==> config.mk <==
export PLATFORM = sky130hd
export DESIGN_NAME = fetch_unit
export DESIGN_NICKNAME = d
export VERILOG_FILES = /design/src/rtl/fetch_unit.sv
export SDC_FILE = /design/constraint.sdc
export NUM_CORES = 1
export LEC_CHECK = 0
export BUFFER_PORTS_ARGS = -buffer_cell sky130_fd_sc_hd__clkbuf_2
export CAP_MARGIN = 40
export CORE_MARGIN = 1.5
export CORE_UTILIZATION = 30
export CTS_CLUSTER_SIZE = 14
export DETAILED_ROUTE_END_ITERATION = 10
export PLACE_DENSITY = 0.62
export SETUP_SLACK_MARGIN = 0.05
export SYNTH_ARGS = -nofsm -noshare
export SYNTH_HDL_FRONTEND = slang
export SYNTH_SLANG_ARGS = --single-unit
export TNS_END_PERCENT = 10
==> constraint.sdc <==
create_clock -name CLK -period 3.3 [get_ports CLK]
set_clock_uncertainty 0.2 [all_clocks]
set_input_delay 0.33 -clock CLK [delete_from_list [all_inputs] [get_ports CLK]]
set_output_delay 0.33 -clock CLK [all_outputs]
set_load 0.01 [all_outputs]
==> src/rtl/fetch_unit.sv <==
// ============================================================================
// Module      : fetch_unit
// Description : Instruction-fetch sequencer. Holds the fetch PC, issues one
//               request at a time to instruction memory (req/gnt + rvalid),
//               presents each returned instruction with its PC to decode over
//               a valid/ready handshake, and applies redirects from execute,
//               discarding any stale in-flight response.
//               Optional feature macro: FETCH_ALIGN_CHECK_EN
//               (align redirect targets to STEP and flag misaligned ones).
// Revision    : 1.0 - initial release
// ============================================================================
`default_nettype none

module fetch_unit #(
    parameter int            AW       = 32,
    parameter logic [AW-1:0] RESET_PC = '0,
    parameter int            STEP     = 4
) (
    input  logic          CLK,
    input  logic          RST,
    output logic          IMEM_REQ,
    output logic [AW-1:0] IMEM_ADDR,
    input  logic          IMEM_GNT,
    input  logic          IMEM_RVALID,
    input  logic [31:0]   IMEM_RDATA,
    input  logic          REDIRECT,
    input  logic [AW-1:0] REDIRECT_PC,
    output logic          INSTR_VALID,
    output logic [31:0]   INSTR,
    output logic [AW-1:0] INSTR_PC,
    input  logic          INSTR_READY,
    output logic [AW-1:0] PC,
    output logic          MISALIGN
);

    typedef enum logic [1:0] {
        ST_FETCH = 2'd0,
        ST_WAIT  = 2'd1,
        ST_HOLD  = 2'd2
    } state_t;

    localparam logic [AW-1:0] PC_STEP = AW'(STEP);

    state_t        state;
    logic          drop_resp;      // in-flight response belongs to a stale PC
    logic [AW-1:0] redirect_target;
    logic          redirect_misaligned;

`ifdef FETCH_ALIGN_CHECK_EN
    // STEP is a power of two, so STEP-1 selects the low log2(STEP) bits.
    localparam logic [AW-1:0] ALIGN_MASK = PC_STEP - AW'(1);

    // Force redirect targets onto a STEP boundary and remember if we had to.
    always_comb begin
        redirect_target     = REDIRECT_PC & ~ALIGN_MASK;
        redirect_misaligned = |(REDIRECT_PC & ALIGN_MASK);
    end
`else
    // Redirect targets are taken as-is; no misalignment is ever reported.
    always_comb begin
        redirect_target     = REDIRECT_PC;
        redirect_misaligned = 1'b0;
    end
`endif

    // Handshake outputs are decoded from state and masked while in reset.
    always_comb begin
        IMEM_REQ    = (state == ST_FETCH) & ~RST;
        INSTR_VALID = (state == ST_HOLD)  & ~RST;
        IMEM_ADDR   = PC;
    end

    // Fetch sequencer: state, PC, drop flag, instruction register and flags.
    always_ff @(posedge CLK) begin
        if (RST) begin
            state     <= ST_FETCH;
            PC        <= RESET_PC;
            drop_resp <= 1'b0;
            INSTR     <= '0;
            INSTR_PC  <= '0;
            MISALIGN  <= 1'b0;
        end else begin
            // Every sampled redirect loads PC, so the flag tracks REDIRECT alone.
            MISALIGN <= REDIRECT & redirect_misaligned;

            case (state)
                ST_FETCH: begin
                    if (REDIRECT) begin
                        PC <= redirect_target;
                    end
                    if (IMEM_GNT) begin
                        // A request granted alongside a redirect fetches the
                        // old address; its response must be thrown away.
                        state     <= ST_WAIT;
                        drop_resp <= REDIRECT;
                    end
                end

                ST_WAIT: begin
                    if (IMEM_RVALID) begin
                        if (drop_resp || REDIRECT) begin
                            drop_resp <= 1'b0;
                            if (REDIRECT) begin
                                PC <= redirect_target;
                            end
                            state <= ST_FETCH;
                        end else begin
                            INSTR    <= IMEM_RDATA;
                            INSTR_PC <= PC;
                            PC       <= PC + PC_STEP;
                            state    <= ST_HOLD;
                        end
                    end else if (REDIRECT) begin
                        // Response still pending: retarget now, discard later.
                        PC        <= redirect_target;
                        drop_resp <= 1'b1;
                    end
                end

                ST_HOLD: begin
                    if (REDIRECT) begin
                        PC    <= redirect_target;
                        state <= ST_FETCH;
                    end else if (INSTR_READY) begin
                        state <= ST_FETCH;
                    end
                end

                default: begin
                    state     <= ST_FETCH;
                    drop_resp <= 1'b0;
                end
            endcase
        end
    end

endmodule

`default_nettype wire

# Yosys cells after proc, flatten, opt, wreduce, memory -nomap -nowiden
# Index checks and enable logic that the tools add are counted.
totals:
  reg_bits: 99
  input_bits: 70
  output_inout_bits: 131
classes:
  add_sub_neg: 1
  eq_ne: 7
  mux: 15
  bitwise: 5
  n_reduce_logical: 7
ops:
  columns: ["cell", "count"]
  rows:
  - ["$mux W32", 3]
  - ["$pmux W32 S2", 1]
  - ["$add A32 B3 Y32 const B", 1]
  - ["$mux W2", 5]
  - ["$ne A3 B3 Y1 const B", 3]
  - ["$pmux W2 S3", 1]
  - ["$reduce_and A3 Y1", 2]
  - ["$mux W1", 4]
  - ["$ne A2 B2 Y1 const B", 2]
  - ["$reduce_and A4 Y1", 1]
  - ["$not A1 Y1", 3]
  - ["$pmux W1 S3", 1]
  - ["$and A1 B1 Y1", 2]
  - ["$eq A2 B1 Y1 const B", 1]
  - ["$eq A2 B2 Y1 const B", 1]
  - ["$logic_not A2 Y1", 1]
  - ["$reduce_bool A2 Y1", 1]
  - ["$reduce_or A2 Y1", 1]
  - ["$logic_or A1 B1 Y1", 1]

# Depth between registers and ports, before layout
# Gate-level depths: netlist of run 1.
depth:
  ltp_word: 4
  depth_mapped: 8
  ltp_nobuf: 6

# Worst setup path after synthesis of run 1
# No wires, ideal clock.
synth_timing:
  kind: "register to register"
  startpoint: "reg PC[2] (netlist: IMEM_ADDR[2])"
  endpoint: "reg PC[20] (netlist: IMEM_ADDR[20])"
  setup_time_ns: 0.137
  t_arrival_ns: 1.759
  t_required_ns: 2.963
  setup_slack_ns: 1.204
  path_stages_with_launch: 8
  path_buffers: 1
  synth_period_minus_slack_ns: 2.096
  cell_sequence: "dfxtp_1 > ha_1 > nand4_2 > or2_1 > clkbuf_1 > or3_1 > o21ai_1 > a211oi_1"
synth_between:
  elab_chain_cells: 4
synth_lines:
  columns: ["item", "line_no", "source"]
  rows:
  - ["start: declaration", "32", "output logic [AW-1:0] PC,"]
  - ["start signal: assignment", "89", "PC <= redirect_target;"]
  - ["start signal: assignment", "104", "PC <= redirect_target;"]
  - ["start signal: assignment", "110", "PC <= PC + PC_STEP;"]
  - ["$add A32 B3 Y32", "110", null]
  - ["$mux W32", "101", "if (drop_resp || REDIRECT) begin"]
  - ["$mux W32", "100", "if (IMEM_RVALID) begin"]
  - ["$pmux W32 S2", "86", "case (state)"]
# No other way between the ends.
# A chain may end at the register's enable or synchronous reset.

# Worst setup path in the final report of run 1
layout_timing:
  startpoint: "reg state[0]"
  endpoint: "reg INSTR_PC[31]"
layout_between:
  elab_chain_cells: 2
layout_lines:
  columns: ["item", "line_no", "source"]
  rows:
  - ["start: declaration", "44", "state_t state;"]
  - ["start signal: assignment", "76", "state <= ST_FETCH;"]
  - ["start signal: assignment", "94", "state <= ST_WAIT;"]
  - ["start signal: assignment", "106", "state <= ST_FETCH;"]
  - ["$eq A2 B1 Y1", "86", null]
  - ["$reduce_and A3 Y1 (no line)", null, null]
  - ["end signal: assignment", "80", "INSTR_PC <= '0;"]
  - ["end signal: assignment", "109", "INSTR_PC <= PC;"]
  - ["end: declaration", "30", "output logic [AW-1:0] INSTR_PC,"]
# No other way between the ends.

==> results.md, run 1 <==
- Die Wd: 129 um
- Vias: 5,053
- CP endpoint kind: register
- Mean Syn Cell Area: between 7 and 8 sq um
- # resized after CTS: 0
- Maximum clock rate: approximately 400 MHz
- Critical path buffers and inverters: 1
- Clk pin slew, worst setup/hold paths: ~70 ps
- Remaining DRCs: 0
- Initial DRC count: 349
- CP arrival: 2510 ps
- WHS: 11.7 ps
- Least-Margin Pin Slew: 703 ps
- Final Hold Vio Count: 0
- Slowest stage cell, crit path: dfxtp_1
- Area contributors post-synth: dfxtp_1 (42%), nand2_1 (12%), a21oi_1 (9.3%)
- Initial Util: between 30% and 40%
- Outcome: completed
- Period minus WS final: roughly 2400 ps
- Worst endpoint required time: 3380 ps
- Critical path fanouts, max: 22
- Hold Crit Class: primary input to register
- Largest net degree at the start of global routing: 56
- CORE AREA: between 0.015 and 0.02 sq mm
- Mapped cell area: approximately 0.0048 sq mm
- Commonest non-fill, non-tap cell in the layout: clkbuf_2
- H-tree depth: 3
- Yosys top cell area share: between 40% and 50%
- Seq/Total Area, Yosys: 41.7%
- Lkg Pwr: between 0.002 and 0.003 uW
- Post-DP HPWL: 11.5 mm
- Initial antenna violation count: 0
- Clock sinks: slightly below 100
- Primary FF master, synth: dfxtp_1
- Buffers on Ports: 199
- Worst path cell trace: and3b_1 -> nand2_1 -> nor2_4 -> buf_4 -> nand2_1 -> a21oi_1
- Post-CTS setup repair buffer count: 0
- Endpoints failing setup: 0
- Clk root buf: clkbuf_16
- Routed WL: 16.3 mm
- Die Ht: 129 um
- Power Dens Cells: 436 mW/mm^2
- Final worst-path cycle share: 73.7%
- Maximum clock path buffer count: 2
- #FFs+latches synth: 99
- Num CTS Buffers: 9
- VDD IR max: between 200 and 300 uV
- Num rows: between 40 and 50
- Area growth syn-to-layout: 33.1%
- Die area: roughly 0.017 sq mm
- Synth Net Count: 692
- Slew headroom: 52.6%
- Worst skew pair latency: between 300 and 400 ps
- Max-cap violations: 0
- Critical Path Source Type: register
- Antenna cells: 0
- Layout cell share with drive strength beyond 1: 30.5%
- Most used cell, CP: nand2_1
- Final ANT Viol Nets: 0
- Setup Crit Path Kind: register to register
- Total global-route track usage: 19.4%
- Crit-path max cell delay: 610 ps
- Gate Count Post-Synth: 621
- Ys async rst share: 0%
- Synth warn: 0
- Final GP Congestion: 0.852
- Vias in the first global route: 4,487
- First-pass detailed-route iteration total: 5
- Unique cell type count in the Yosys netlist: 60
- Total gr overflow: 0
- Most frequent cells in the layout: clkbuf_2 (198), nand2_1 (153), dfxtp_1 (99), a21oi_1 (88), dlygate4sd3_1 (31)
- Routed len/inst: 16.1 um
- Final Core Density: 41.2%
- TritonCTS clock tree: yes
- Vias per inst: 4.99
- Setup_tns: 0 ps
- Number of synthesized flops with an enable pin: 0
- RSZ-0062 raised after global routing: no
- Crit path max-delay family: simple AND/OR/NAND/NOR gates
- Synth area leader: dfxtp_1
- First-pass GRT wire length: 24.9 mm
- Nets: around 870
- Ports: around 200
- Max-slew violation count: 0
[power by group]
part / internal (uW) / total (uW) / switching, uW
logic: 165 / 361 / 196
registers: 1240 / 1320 / 81.2
clock network: 592 / 1080 / 489
total: 1990 / 2760 / 766
[routing by layer]
metal / vias to the layer above / global-route usage (%) / routed length (um)
met5: - / 0 / 0
met4: 0 / 8.13 / 434
met3: 26 / 4.20 / 1110
met2: 200 / 30.0 / 7390
met1: 2318 / 26.0 / 7320
li1: 2509 / - / -
[cell usage after synthesis (3+ instances only)]
library cell	number
dfxtp_1	99
a211oi_1	9
a311oi_1	6
nand3_1	12
clkbuf_1	29
and2_1	3
o221ai_1	3
and4_1	5
buf_4	33
o21ai_1	6
and3_1	5
nor4_1	3
a22oi_1	6
nor2b_1	3
nand4_1	10
inv_1	9
or3_1	4
o22ai_1	8
a31oi_1	5
buf_1	5
a21oi_1	88
nor3_1	7
nor4_2	5
nand2_1	154
buf_2	11
o31ai_1	3
nor2_1	25
o21ai_0	24
[metrics by stage]
step                cells  total power, uW  area (sq um)  setup WS [ps]
finish               1012             2760          6330            867
detailed placement    966             1680          5720            884
global placement      966             1680          5720            955
CTS                  1012             2800          6330            869
global route         1012             2880          6330            612
floorplan             621             1530          4760           1200
[cell type report]
type                    instances  area, sq um
repair buffers                243         1430
flip-flops and latches         99         1980
multi-input cells             435         2320
clock inverters                 6         72.6
fillers                      1589         9040
inverters                       9         33.8
clock buffers                   9          225
well taps                     211          264
[registers in the layout, summed over array words and instances, names as in the netlist]
| signal | count |
|---|---|
| state | 2 |
| IMEM_ADDR | 32 |
| INSTR | 32 |
| INSTR_PC | 32 |
| drop_resp | 1 |
[cell families (layout without fill, tap and decap cells)]
| kind of cell | Yosys count | after routing | share of synthesized area [%] |
|---|---|---|---|
| AND/OR/NAND/NOR | 252 | 252 | 25.2 |
| AO/OA/AOI/OAI | 179 | 179 | 22.6 |
| flip-flops | 99 | 99 | 41.7 |
| buffers and inverters | 87 | 267 | 9.76 |
| multiplexers | 2 | 2 | 0.421 |
| adder cells (fa/ha/maj) | 1 | 1 | 0.263 |
| other | 1 | 1 | 0.0788 |
[worst reg2reg max path, delay by kind of cell, from the launching register on]
kind / cells / cell delay, ps
buf+inv: 1 / 350
flops: 1 / 610
simple gates: 4 / 1090
compound gates: 1 / 120
[worst paths after layout]
path | from | endpoint | slack [ps] | depth (start not counted)
setup reg to reg | state[0] | INSTR_PC[31] | 870 | 6
hold reg to reg | INSTR[5] | INSTR[5] | 250 | 2
setup / recovery | state[0] | INSTR_PC[31] | 870 | 6
hold / removal | IMEM_RDATA[28] | INSTR[28] | 10 | 3
[what timing repair did]
action,CTS,global route
setup endpoints to repair,0,0
hold endpoints to repair,31,0
hold buffers,31,0
(Power assumes the default switching activity.)
==> run 2: changes to the inputs <==
- clock period: 3.3 -> 2.5 ns (I/O delays scaled with it)
==> results.md, run 2 (synthesized netlist as in run 1, its figures left out) <==
- Outcome: completed
- Setup_tns: 0 ps (unchanged)
- Power Dens Cells: 562 mW/mm^2 (+29%)
- R2r startpoint: state[0]
- Total global-route track usage: 20.5% (+1.1 points)
- Multi-input gate area: 0.00232 sq mm (unchanged)
- Filler cell count: 1,564 (-1.6%)
- Ports: 201 (unchanged)
- Share of power burned in registers: 45.8% (-1.9 points)
- Vias in the first global route: 4,781 (+6.6%)
- Initial Util: 30.9% (unchanged)
- Minimum setup slack among reg-to-reg paths: 260 ps (-610 ps)
- Setup crit start: state[0]
- Max-cap violations: 0 (unchanged)
- Die Ht: 129 um (unchanged)
- Seq. cell area: 0.00198 sq mm (unchanged)
- Setup Crit Path Kind: register to register
- Tot Pwr: 3720 uW (+35%)
- Final Hold Vio Count: 0 (unchanged)
- Clock Power Share: 39.1% (about the same)
- Die Wd: 129 um (unchanged)
- # resized after CTS: 0 (unchanged)
- Final worst-path cycle share: 89.7% (+16 points)
- Maximum clock rate: 446 MHz (+8.5%)
- Most used cell, CP: nand2_1
- Max-slew violation count: 0 (unchanged)
- Slowest stage cell, crit path: dfxtp_1
- Final GP Congestion: 0.855 (+0.36%)
- First-pass detailed-route iteration total: 5 (unchanged)
- Num CTS Buffers: 9 (unchanged)
- Routed len/inst: 16.3 um (+1.5%)
- Remaining DRCs: 0 (unchanged)
- Total gr overflow: 0 (unchanged)
- Worst endpoint required time: 2580 ps (-800 ps)
- Combinational group share of total power: 15.1% (+2.0 points)
- Clk pin slew, worst setup/hold paths: 70 ps (about the same)
- VDD IR max: 330 uV (+23%)
- Placed cell area: 0.00592 sq mm (+3.5%)
- Endpoints failing setup: 0 (unchanged)
- Most frequent cells in the layout: clkbuf_2 (198), nand2_1 (153), dfxtp_1 (99), a21oi_1 (88), buf_4 (41)
- Buffers on Ports: 199 (unchanged)
- Crit-path max cell delay: 620 ps (about the same)
- Area growth syn-to-layout: 39.2%
- RSZ-0062 raised after global routing: no
- P_int: 2690 uW (+35%)
- Commonest non-fill, non-tap cell in the layout: clkbuf_2
- Nets: 905 (+4.3%)
- H-tree depth: 3 (unchanged)
- Critical R2R Capture: INSTR[24]
- Vias per inst: 5.05 (+1.2%)
- Initial DRC count: 430 (+23%)
- Depth of the most critical reg-to-reg path: 6 (unchanged)
- First-pass GRT wire length: 26.1 mm (+4.7%)
- Die area: 0.0166 sq mm (unchanged)
- Least-Margin Pin Slew: 774 ps (+70.5 ps)
- Slew headroom: 47.9% (-4.7 points)
- Crit path capture: INSTR[24]
- CP endpoint kind: register
- Clk root buf: clkbuf_16
- Final ANT Viol Nets: 0 (unchanged)
- Initial antenna violation count: 0 (unchanged)
- Vias: 5,311 (+5.1%)
- Clock sinks: 99 (unchanged)
- Routed WL: 17.1 mm (+5.4%)
- Num rows: 45 (unchanged)
- Post-DP HPWL: 12.2 mm (+6.6%)
- Period minus WS final: 2240 ps (-190 ps)
- Worst path cell trace: and3b_1 -> nand2_1 -> nor2_4 -> buf_4 -> nand2_1 -> a21oi_1
- Worst skew pair latency: 360 ps (about the same)
- CORE AREA: 0.0154 sq mm (unchanged)
- Post-route cell area: 0.00662 sq mm (+4.6%)
- Sw Ratio: 27.6% (-0.15 points)
- NetSw: 1030 uW (+34%)
- Largest net degree at the start of global routing: 43 (-23%)
- Lkg Pwr: 0.00282 uW (+7.4%)
- CP arrival: 2320 ps (-190 ps)
- Critical Path Source Type: register
- Critical path fanouts, max: 25 (+14%)
- Hold Crit Class: primary input to register
- TritonCTS clock tree: yes
- Maximum clock path buffer count: 2 (unchanged)
- Layout cell share with drive strength beyond 1: 32.5% (+2.1 points)
==> run 2: cell count changes in the layout (fill, tap and decap cells not counted), sizes merged <==
cell         change
clkinvlp         -3
diode            +1
clkinv           +3
buf             +28
clkbuf           +1
dlygate4sd3      +9
==> run 2: worst max-delay path: cells and delay by family, from the launching register on <==
kind | cells | cell delay [ps]
and+or+nand+nor | 4 | 840
DFF | 1 | 620
buffers and inverters | 1 | 330
AOI/OAI and AO/OA | 1 | 170
==> run 2: timing repair <==
action | in CTS | in global routing
hold endpoints to repair | 40 | 0
buffers inserted | 0 | 0
hold buffers | 40 | 0
==> run 2: worst min path at each step <==
| stage | end | slack, ps | startpoint | cells after the start |
|---|---|---|---|---|
| 2_1_floorplan | INSTR[0] | 190 | IMEM_RDATA[0] | 2 |
| 3_3_place_gp | INSTR_PC[26] | 240 | INSTR_PC[26] | 2 |
| 3_5_place_dp | INSTR_PC[26] | 250 | INSTR_PC[26] | 2 |
| 4_1_cts | IMEM_ADDR[25] | 6 | REDIRECT_PC[25] | 3 |
| 5_1_grt | IMEM_ADDR[20] | 30 | REDIRECT_PC[20] | 3 |
| 6_report | IMEM_ADDR[25] | 10 | REDIRECT_PC[25] | 3 |
==> run 2: area by class of cell <==
class | count | area share (%)
antenna | 1 | 0.0378
multi-input combinational | 435 | 35.0
tap | 211 | 3.99
sequential | 99 | 29.9
inverter | 9 | 0.510
clock buffer | 10 | 3.61
timing repair buffer | 280 | 26.0
clock inverter | 6 | 0.944
==> run 2: metrics by stage <==
stage | std cells | utilization [%] | hold slack [ps] | setup slack, ps
after floorplan | 621 | - | 186 | 404
after global placement | 994 | 38.5 | 242 | 376
after detailed placement | 994 | 38.5 | 245 | 339
after CTS | 1050 | 43.1 | 5.99 | 325
after global routing | 1050 | 43.1 | 34.7 | 107
final | 1051 | 43.1 | 13.3 | 258
==> run 2: power groups by stage <==
stage | clock network [uW] | registers [uW] | logic (uW)
after detailed placement | 0 | 1740 | 509
after global placement | 0 | 1740 | 509
final | 1450 | 1710 | 562
after CTS | 1490 | 1700 | 561
after floorplan | 0 | 1750 | 269
after global routing | 1570 | 1710 | 613
==> run 2: layer usage <==
| metal | global-route usage [%] | part of all wire (%) | up-vias |
|---|---|---|---|
| met5 | 0 | 0 | - |
| met2 | 30.7 | 45 | 235 |
| li1 | - | - | 2576 |
| met3 | 3.91 | 6.1 | 45 |
| met1 | 27.7 | 45 | 2455 |
| met4 | 11.3 | 4.2 | 0 |
